$ cat src/rtl/wb4_sync_fifo_pack.sv
// -----------------------------------------------------------------------------
// wb4_sync_fifo_pack
//
// Single-clock Wishbone B4 (pipelined) packing FIFO. P_RATIO narrow units
// written on the input port are assembled into one wide word. The word is
// stored in a P_DEPTH-entry FIFO and read out on the output port.
//
// Optional feature macro: WB4_FIFO_FLUSH_EN
//   defined   : i_wb4_in_sflush pushes a partially assembled word. Unfilled
//               lanes are zero. A per-entry lane mask is stored with the word.
//   undefined : flush is ignored and no mask storage is built. Partial words
//               stay buffered. o_wb4_out_smask reads all-ones on every ack.
//
// Ports
//   i_wb4_sclk        clock, rising edge
//   i_wb4_srst_n      async active-low reset
//   i_wb4_in_scyc     write cycle
//   i_wb4_in_sstb     write strobe
//   i_wb4_in_sdata    write unit
//   i_wb4_in_sflush   push the partial word
//   o_wb4_in_sack     write ack, one cycle after each accepted unit
//   o_wb4_in_sstall   word storage full
//   i_wb4_out_scyc    read cycle
//   i_wb4_out_sstb    read strobe
//   o_wb4_out_sack    read ack; data and mask are valid while high
//   o_wb4_out_sdata   read word
//   o_wb4_out_smask   valid lanes of the read word
//   o_wb4_out_sstall  word storage empty
//   o_level           stored words, 0..P_DEPTH
// -----------------------------------------------------------------------------
module wb4_sync_fifo_pack #(
  parameter int P_UNIT_MSB  = 7,
  parameter int P_RATIO     = 4,
  parameter int P_DEPTH     = 16,
  parameter bit P_LSB_FIRST = 1'b1
) (
  input  logic                                i_wb4_sclk,
  input  logic                                i_wb4_srst_n,
  input  logic                                i_wb4_in_scyc,
  input  logic                                i_wb4_in_sstb,
  input  logic [P_UNIT_MSB:0]                 i_wb4_in_sdata,
  input  logic                                i_wb4_in_sflush,
  output logic                                o_wb4_in_sack,
  output logic                                o_wb4_in_sstall,
  input  logic                                i_wb4_out_scyc,
  input  logic                                i_wb4_out_sstb,
  output logic                                o_wb4_out_sack,
  output logic [(P_UNIT_MSB+1)*P_RATIO-1:0]   o_wb4_out_sdata,
  output logic [P_RATIO-1:0]                  o_wb4_out_smask,
  output logic                                o_wb4_out_sstall,
  output logic [$clog2(P_DEPTH):0]            o_level
);

  localparam int UW = P_UNIT_MSB + 1;
  localparam int W  = UW * P_RATIO;
  localparam int L  = $clog2(P_DEPTH) + 1;
  localparam int AW = L - 1;
  localparam int CW = $clog2(P_RATIO);

  logic [L-1:0]       wr_ptr, rd_ptr;
  logic [L-1:0]       wr_ptr_nxt, rd_ptr_nxt, level_nxt;
  logic               full_nxt, empty_nxt;
  logic [CW-1:0]      r_unit_cnt;
  logic [W-1:0]       r_asm, asm_nxt;
  logic               we, re, complete, flush_ok, push;
  logic [P_RATIO-1:0] head_mask;
  int                 lane_idx;
  int                 fill_cnt;

  logic [W-1:0]       mem_data [P_DEPTH];

  // Write/read qualification and word assembly. The incoming unit is merged
  // into asm_nxt so a completing or flushing write pushes it on the same edge.
  always_comb begin
    we       = i_wb4_in_scyc & i_wb4_in_sstb & ~o_wb4_in_sstall;
    re       = i_wb4_out_scyc & i_wb4_out_sstb & ~o_wb4_out_sstall;
    complete = we && (int'(r_unit_cnt) == P_RATIO - 1);
    fill_cnt = int'(r_unit_cnt) + (we ? 1 : 0);
    lane_idx = P_LSB_FIRST ? int'(r_unit_cnt) : (P_RATIO - 1 - int'(r_unit_cnt));
    asm_nxt  = r_asm;
    if (we) begin
      for (int i = 0; i < P_RATIO; i++) begin
        if (i == lane_idx) asm_nxt[i*UW +: UW] = i_wb4_in_sdata;
      end
    end
    // A completing write takes priority; the flush then adds no second push.
    push = complete | (flush_ok & (fill_cnt > 0));
  end

  always_comb begin
    wr_ptr_nxt = wr_ptr + {{(L-1){1'b0}}, push};
    rd_ptr_nxt = rd_ptr + {{(L-1){1'b0}}, re};
    level_nxt  = wr_ptr_nxt - rd_ptr_nxt;
    full_nxt   = (wr_ptr_nxt[L-1] != rd_ptr_nxt[L-1]) &&
                 (wr_ptr_nxt[AW-1:0] == rd_ptr_nxt[AW-1:0]);
    empty_nxt  = (wr_ptr_nxt == rd_ptr_nxt);
  end

`ifdef WB4_FIFO_FLUSH_EN
  logic [P_RATIO-1:0] push_mask;
  logic [P_RATIO-1:0] mem_mask [P_DEPTH];

  assign flush_ok = i_wb4_in_scyc & i_wb4_in_sflush & ~o_wb4_in_sstall;

  // Filled lanes follow the fill order: from lane 0 upward when LSB-first,
  // from the top lane downward otherwise.
  always_comb begin
    push_mask = '0;
    for (int i = 0; i < P_RATIO; i++) begin
      if (complete)
        push_mask[i] = 1'b1;
      else if (P_LSB_FIRST)
        push_mask[i] = (i < fill_cnt);
      else
        push_mask[i] = (i >= P_RATIO - fill_cnt);
    end
  end

  always_ff @(posedge i_wb4_sclk) begin
    if (push) mem_mask[wr_ptr[AW-1:0]] <= push_mask;
  end

  assign head_mask = mem_mask[rd_ptr[AW-1:0]];
`else
  logic unused_flush;
  assign unused_flush = i_wb4_in_sflush;
  assign flush_ok     = 1'b0;
  assign head_mask    = '1;
`endif

  // Storage array is deliberately left without reset.
  always_ff @(posedge i_wb4_sclk) begin
    if (push) mem_data[wr_ptr[AW-1:0]] <= asm_nxt;
  end

  always_ff @(posedge i_wb4_sclk or negedge i_wb4_srst_n) begin
    if (!i_wb4_srst_n) begin
      wr_ptr           <= '0;
      rd_ptr           <= '0;
      o_level          <= '0;
      o_wb4_in_sstall  <= 1'b0;
      o_wb4_out_sstall <= 1'b1;
      o_wb4_in_sack    <= 1'b0;
      o_wb4_out_sack   <= 1'b0;
      o_wb4_out_sdata  <= '0;
      o_wb4_out_smask  <= '0;
      r_unit_cnt       <= '0;
      r_asm            <= '0;
    end else begin
      wr_ptr           <= wr_ptr_nxt;
      rd_ptr           <= rd_ptr_nxt;
      o_level          <= level_nxt;
      o_wb4_in_sstall  <= full_nxt;
      o_wb4_out_sstall <= empty_nxt;
      o_wb4_in_sack    <= we;
      o_wb4_out_sack   <= re;
      // Clearing the assembly register on push keeps unfilled lanes of a
      // later partial word at zero.
      if (push) begin
        r_asm      <= '0;
        r_unit_cnt <= '0;
      end else if (we) begin
        r_asm      <= asm_nxt;
        r_unit_cnt <= r_unit_cnt + CW'(1);
      end
      if (re) begin
        o_wb4_out_sdata <= mem_data[rd_ptr[AW-1:0]];
        o_wb4_out_smask <= head_mask;
      end
    end
  end

endmodule
$ cat config.mk
export PLATFORM = sky130hd
export DESIGN_NAME = wb4_sync_fifo_pack
export DESIGN_NICKNAME = d
export VERILOG_FILES = /design/src/rtl/wb4_sync_fifo_pack.sv
export SDC_FILE = /design/constraint.sdc
export NUM_CORES = 1
export LEC_CHECK = 0
export ABC_AREA = 1
export CAP_MARGIN = 20
export CORE_UTILIZATION = 66
export CTS_CLUSTER_SIZE = 20
export DETAILED_ROUTE_END_ITERATION = 10
export GPL_ROUTABILITY_DRIVEN = 0
export GPL_TIMING_DRIVEN = 0
export PLACE_DENSITY = 0.84
export SETUP_SLACK_MARGIN = 0.15
export SYNTH_ARGS = -nofsm -noshare
export SYNTH_HDL_FRONTEND = slang
export SYNTH_SLANG_ARGS = --single-unit
export TNS_END_PERCENT = 10
$ cat constraint.sdc
create_clock -name i_wb4_sclk -period 9.05 [get_ports i_wb4_sclk]
set_input_delay 0.905 -clock i_wb4_sclk [delete_from_list [all_inputs] [get_ports i_wb4_sclk]]
set_output_delay 0.905 -clock i_wb4_sclk [all_outputs]
set_load 0.05 [all_outputs]
* Yosys cells after proc, flatten, opt, wreduce, memory -nomap -nowiden
Memory sizes are Yosys's and may differ from the RTL's. A register that Yosys moved wholly into a read port is not among the register bits.
Index checks and enable logic that the tools add are counted.
** Storage, ports and cells
- Input bits :: 15
- Output and inout port bits :: 45
- Register bits after elaboration :: 54
- Memories :: 1
- Logic and storage cells :: 44
- Bits in writable memories :: 512
** Memory list
- mem_data :: words 16, bits a word 32, rd ports 1, clocked after memory_dff 1, write ports 1, line 70 : logic [W-1:0] mem_data [P_DEPTH];
** Operators by class
- Reduce and logical (&&, ||, !) cells :: 5
- Mux-type cells :: 11
- Equality and inequality tests :: 7
- Bitwise operators :: 6
- Add/sub/neg operators :: 4
** Operator list (count)
- 2-to-1 mux 32 bit :: 3
- 2-to-1 mux 8 bit :: 4
- adder 5 x 1 -> 5 bit :: 2
- == test 5 bit :: 1
- subtractor 5 bit :: 1
- AND 1 bit :: 4
- == test 2 bit (first input constant) :: 2
- == test 4 bit :: 1
- 2-to-1 mux 2 bit :: 2
- adder 2 x 1 -> 2 bit (second input constant) :: 1
- == test 1 x 2 -> 1 bit (first input constant) :: 1
- == test 2 x 1 -> 1 bit (second input constant) :: 1
- logical AND 1 bit :: 2
- zero test 2 bit :: 1
- 2-to-1 mux 1 bit :: 2
- NOT 1 bit :: 2
- nonzero test 2 bit :: 1
- zero test 1 bit :: 1
- != test 1 bit :: 1

* Depth between registers and ports, before layout
- Depth after elaboration :: 6
- Gate-level depth with buffers :: 16
- Depth with buffers taken out :: 14

* Worst setup path before layout
OpenSTA, ideal clock, no wires.
- Kind :: input-to-reg
- Start point :: input i_wb4_in_scyc
- End point :: memory mem_data[12][0] (netlist name) (enable)
- Cell stages on the path :: 5
- Slack :: 4927 ps
- Path buffers :: 1
- Arrival time :: 3662 ps
- Data required time :: 8589 ps
- Library setup time :: 461 ps
- Cells stage by stage :: nand3_1 nor2_1 inv_2 clkbuf_1 nor3_1
** On the way
- Longest elaborated chain between the ends :: 5
** RTL lines
- from (decl) :: line 39 : input logic i_wb4_in_scyc,
- AND 1 bit (2 in a row) :: line 75 : we = i_wb4_in_scyc & i_wb4_in_sstb & ~o_wb4_in_sstall;
- logical AND 1 bit :: line 77 : complete = we && (int'(r_unit_cnt) == P_RATIO - 1);
- 2-to-1 mux 1 bit :: line 133 : if (push) mem_data[wr_ptr[AW-1:0]] <= asm_nxt;
- 2-to-1 mux 1 bit (not written as such) :: line 133
- to (decl) :: line 70
Every way passes these cells.

* Worst setup path after layout
- Start point :: input i_wb4_out_scyc
- End point :: register o_level[4]
** On the way
- Longest elaborated chain between the ends :: 4
** RTL lines
- from (decl) :: line 45 : input logic i_wb4_out_scyc,
- AND 1 bit (2 in a row) :: line 76 : re = i_wb4_out_scyc & i_wb4_out_sstb & ~o_wb4_out_sstall;
- via re :: line 65 : logic we, re, complete, flush_ok, push;
- adder 5 x 1 -> 5 bit :: line 92 : rd_ptr_nxt = rd_ptr + {{(L-1){1'b0}}, re};
- via rd_ptr_nxt[0] :: line 61 : logic [L-1:0] wr_ptr_nxt, rd_ptr_nxt, level_nxt;
- subtractor 5 bit :: line 93 : level_nxt = wr_ptr_nxt - rd_ptr_nxt;
- via level_nxt[4] :: line 61
- to (signal assigned) :: line 152 : o_level <= level_nxt;
- to (decl) :: line 51 : output logic [$clog2(P_DEPTH):0] o_level
The timed path passes the listed nets, and every way through them passes these cells.
A chain may end at the register's enable or synchronous reset.

==> flow_summary.toml <==
[layout]
drive_above_1_share_pct = 11.6
seq_area_um2 = 17500
multi_input_area_um2 = 5630
antenna_cells = 0
final_util_pct = 77.8
final_area_um2 = 27800
area_growth_pct = 15.6
finalNetCount = 2228
fillers = 1912

[timing]
tightest_slew_ns = 1.24
slew_headroom_pct = 17.6
rsz0062_at_grt = "false"
fin_ws_ns = 5.48
fmax_ghz = 0.280
period_share_pct = 39.5
maxSlewViolCount = 0
skew_ns = 0.0177
hold_viol_final = 0
period_needed_ns = 3.57
setup_viol = 0
setup_tns_ns = 0

[yosys]
syn_area_um2 = 24100
synth_flop_cell = "edfxtp_1"
synth_nets = 2058
yosys.area.top_type = "edfxtp_1"
synthCells = 2032
synth-seq-cells = 598
avgSynthCellArea_um2 = 11.8
yosys-top-cells-count = "644 x nand2_1, 512 x edfxtp_1, 271 x nand3_1, 162 x a21oi_1, 85 x dfrtp_1"
async_reset_ff_share_pct = 14.4
yosysMostFrequentCell = "nand2_1"
synth-warning-count = 0
synth_edf_count = 512
ys_seq_area_share_pct = 72.8
yosysTopAreaCellShare_pct = 63.9
ys_types = 30
synthTopCellsByArea = "edfxtp_1 64%, nand2_1 10%, dfrtp_1 8.8%, nand3_1 5.6%, a21oi_1 3.4%"

[global_route]
grt_overflow = 0
grt_max_degree = 56
grt_pass1_wl_um = 106000
grt_usage_pct = 40.2
grt_pass1_vias = 17600
antenna_found_initial = 0

[cts]
cts-resized-gates = 0
clock-sinks = 598
post_cts_buffers = 0
cts_tree = "built"
clkLatencyLatePin_ns = 0.62
clockBufferDepth = 3
htreeDepth = 2
cts.hold.buffers_added = 0
path_clk_slew_ns = 0.06
cts-root-buf = "clkbuf_16"
cts_buffers = 56

[drt]
avgViaCountPerCell = 6.71
wl_per_cell_um = 27.0
drc = 2
route.vias.total = 18200
drt-total-wl_um = 73200
first_pass_iters = 9
ant_nets = 0
drtIter0Drc = 3007

[placement]
placed_cell_area_um2 = 26000
port_buffers = 58
dp_hpwl_um = 45100
pre_cts_slack_ns = 4.98

[power_and_ir_drop]
ir_worst_vdd_v = 0.000236
leakage_nw = 10.7
p_per_area_nw_per_um2 = 346

[worst_setup_path]
cp-start-kind = "input port"
reg2reg_slack_ns = 5.91
crit_type = "input port to register"
worst-path-max-fanout = 12
required_ns = 9.56
arrival_ns = 4.08
critPathCaptureType = "register"

[die]
fp.dieH_um = 193
rows = 69
fp.dieArea_um2 = 37200
io_pins = 60
initial_core_util_pct = 67.3
die_width_um = 193
fp.coreArea_um2 = 35700

[min_path]
worstHoldPathType = "input port to async pin"

[job]
maxCapViolations = 0

[status]
status = "complete, but fails checks"
violations = "design-rule violations"
==> final timing paths <==
path,end,start,depth (start not counted)
worst min-delay path,o_level[3],i_wb4_srst_n,1
min in group i_wb4_sclk,r_asm[31],r_asm[31],2
max in group asynchronous,o_wb4_out_sdata[25],i_wb4_srst_n,2
worst max register to register,o_level[4],o_wb4_out_sstall,11
worst max-delay path,o_level[4],i_wb4_out_scyc,13
worst min register to register,r_asm[31],r_asm[31],2
==> cells in the final DEF (no fill, tap or decap), types with 4 or more instances in the layout <==
| master | n |
|---|---|
| nand2_1 | 644 |
| edfxtp_1 | 512 |
| nand3_1 | 271 |
| a21oi_1 | 162 |
| dfrtp_1 | 85 |
| buf_2 | 69 |
| nor2_1 | 66 |
| inv_1 | 60 |
| clkbuf_16 | 57 |
| clkdlybuf4s50_1 | 57 |
| clkbuf_1 | 36 |
| buf_4 | 36 |
| buf_6 | 36 |
| o31ai_1 | 32 |
| o21ai_1 | 31 |
| nor2_4 | 12 |
| ha_1 | 10 |
| clkinv_2 | 10 |
| buf_12 | 7 |
| clkbuf_8 | 6 |
| buf_16 | 6 |
| buf_1 | 5 |
| clkinv_1 | 5 |
| bufinv_16 | 5 |
| inv_2 | 4 |
==> per-layer routing <==
metal  up-vias  part of all wire, %  track usage [%]
li1       7400                    -                -
met1      8500                   32             51.2
met2      1881                   46             62.4
met3       404                   15             10.7
met4         0                  7.0             24.4
met5         -                    0                0
==> power by group <==
part | internal, mW | switching, mW
registers | 3.42 | 0.0991
clock network | 1.35 | 1.02
logic | 1.01 | 2.72
==> through the flow <==
stage | std cells | hold slack, ns | power [mW]
after floorplan | 2032 | 0.426 | 5.71
after global placement | 2551 | 0.440 | 6.81
after detailed placement | 2601 | 0.448 | 7.05
after CTS | 2706 | 0.279 | 9.44
after global routing | 2710 | 0.290 | 9.88
final | 2710 | 0.266 | 9.62
==> registers in the layout (all words and copies together) (netlist names) <==
register / count
r_asm: 32
o_level: 5
mem_data: 512
rd_ptr: 5
o_wb4_out_sstall: 1
r_unit_cnt: 2
o_wb4_in_sack: 1
o_wb4_out_smask: 1
o_wb4_in_sstall: 1
o_wb4_out_sdata: 32
wr_ptr: 5
o_wb4_out_sack: 1
==> critical path: stages <==
cell and delay [ns]:
clkdlybuf4s50_1 0.45, nand2_1 0.07, nor2_2 0.51, clkbuf_1 0.79, ha_1 0.40, ha_1 0.19
inv_1 0.09, fa_1 0.20, inv_1 0.05, nor2_1 0.13, nand3_1 0.12, nand3_1 0.10
nand2_1 0.05
==> cell type report <==
type	count	share of cell area, %
Buffer	124	2.73
Clock buffer	82	5.68
Clock inverter	23	0.877
Inverter	65	0.886
Multi-Input combinational cell	1245	20.2
Sequential cell	598	63.0
Tap cell	461	2.07
Timing Repair Buffer	112	4.52
==> kinds of logic after synthesis <==
group                      share of synthesized area, %
buffers and inverters                              4.18
AOI/OAI and AO/OA                                  5.11
xor gates and xnor gates                          0.182
DFF                                                72.8
and+or+nand+nor                                    17.1
adders and majority gates                         0.603
Note: power is estimated with default switching activity, not from simulation.
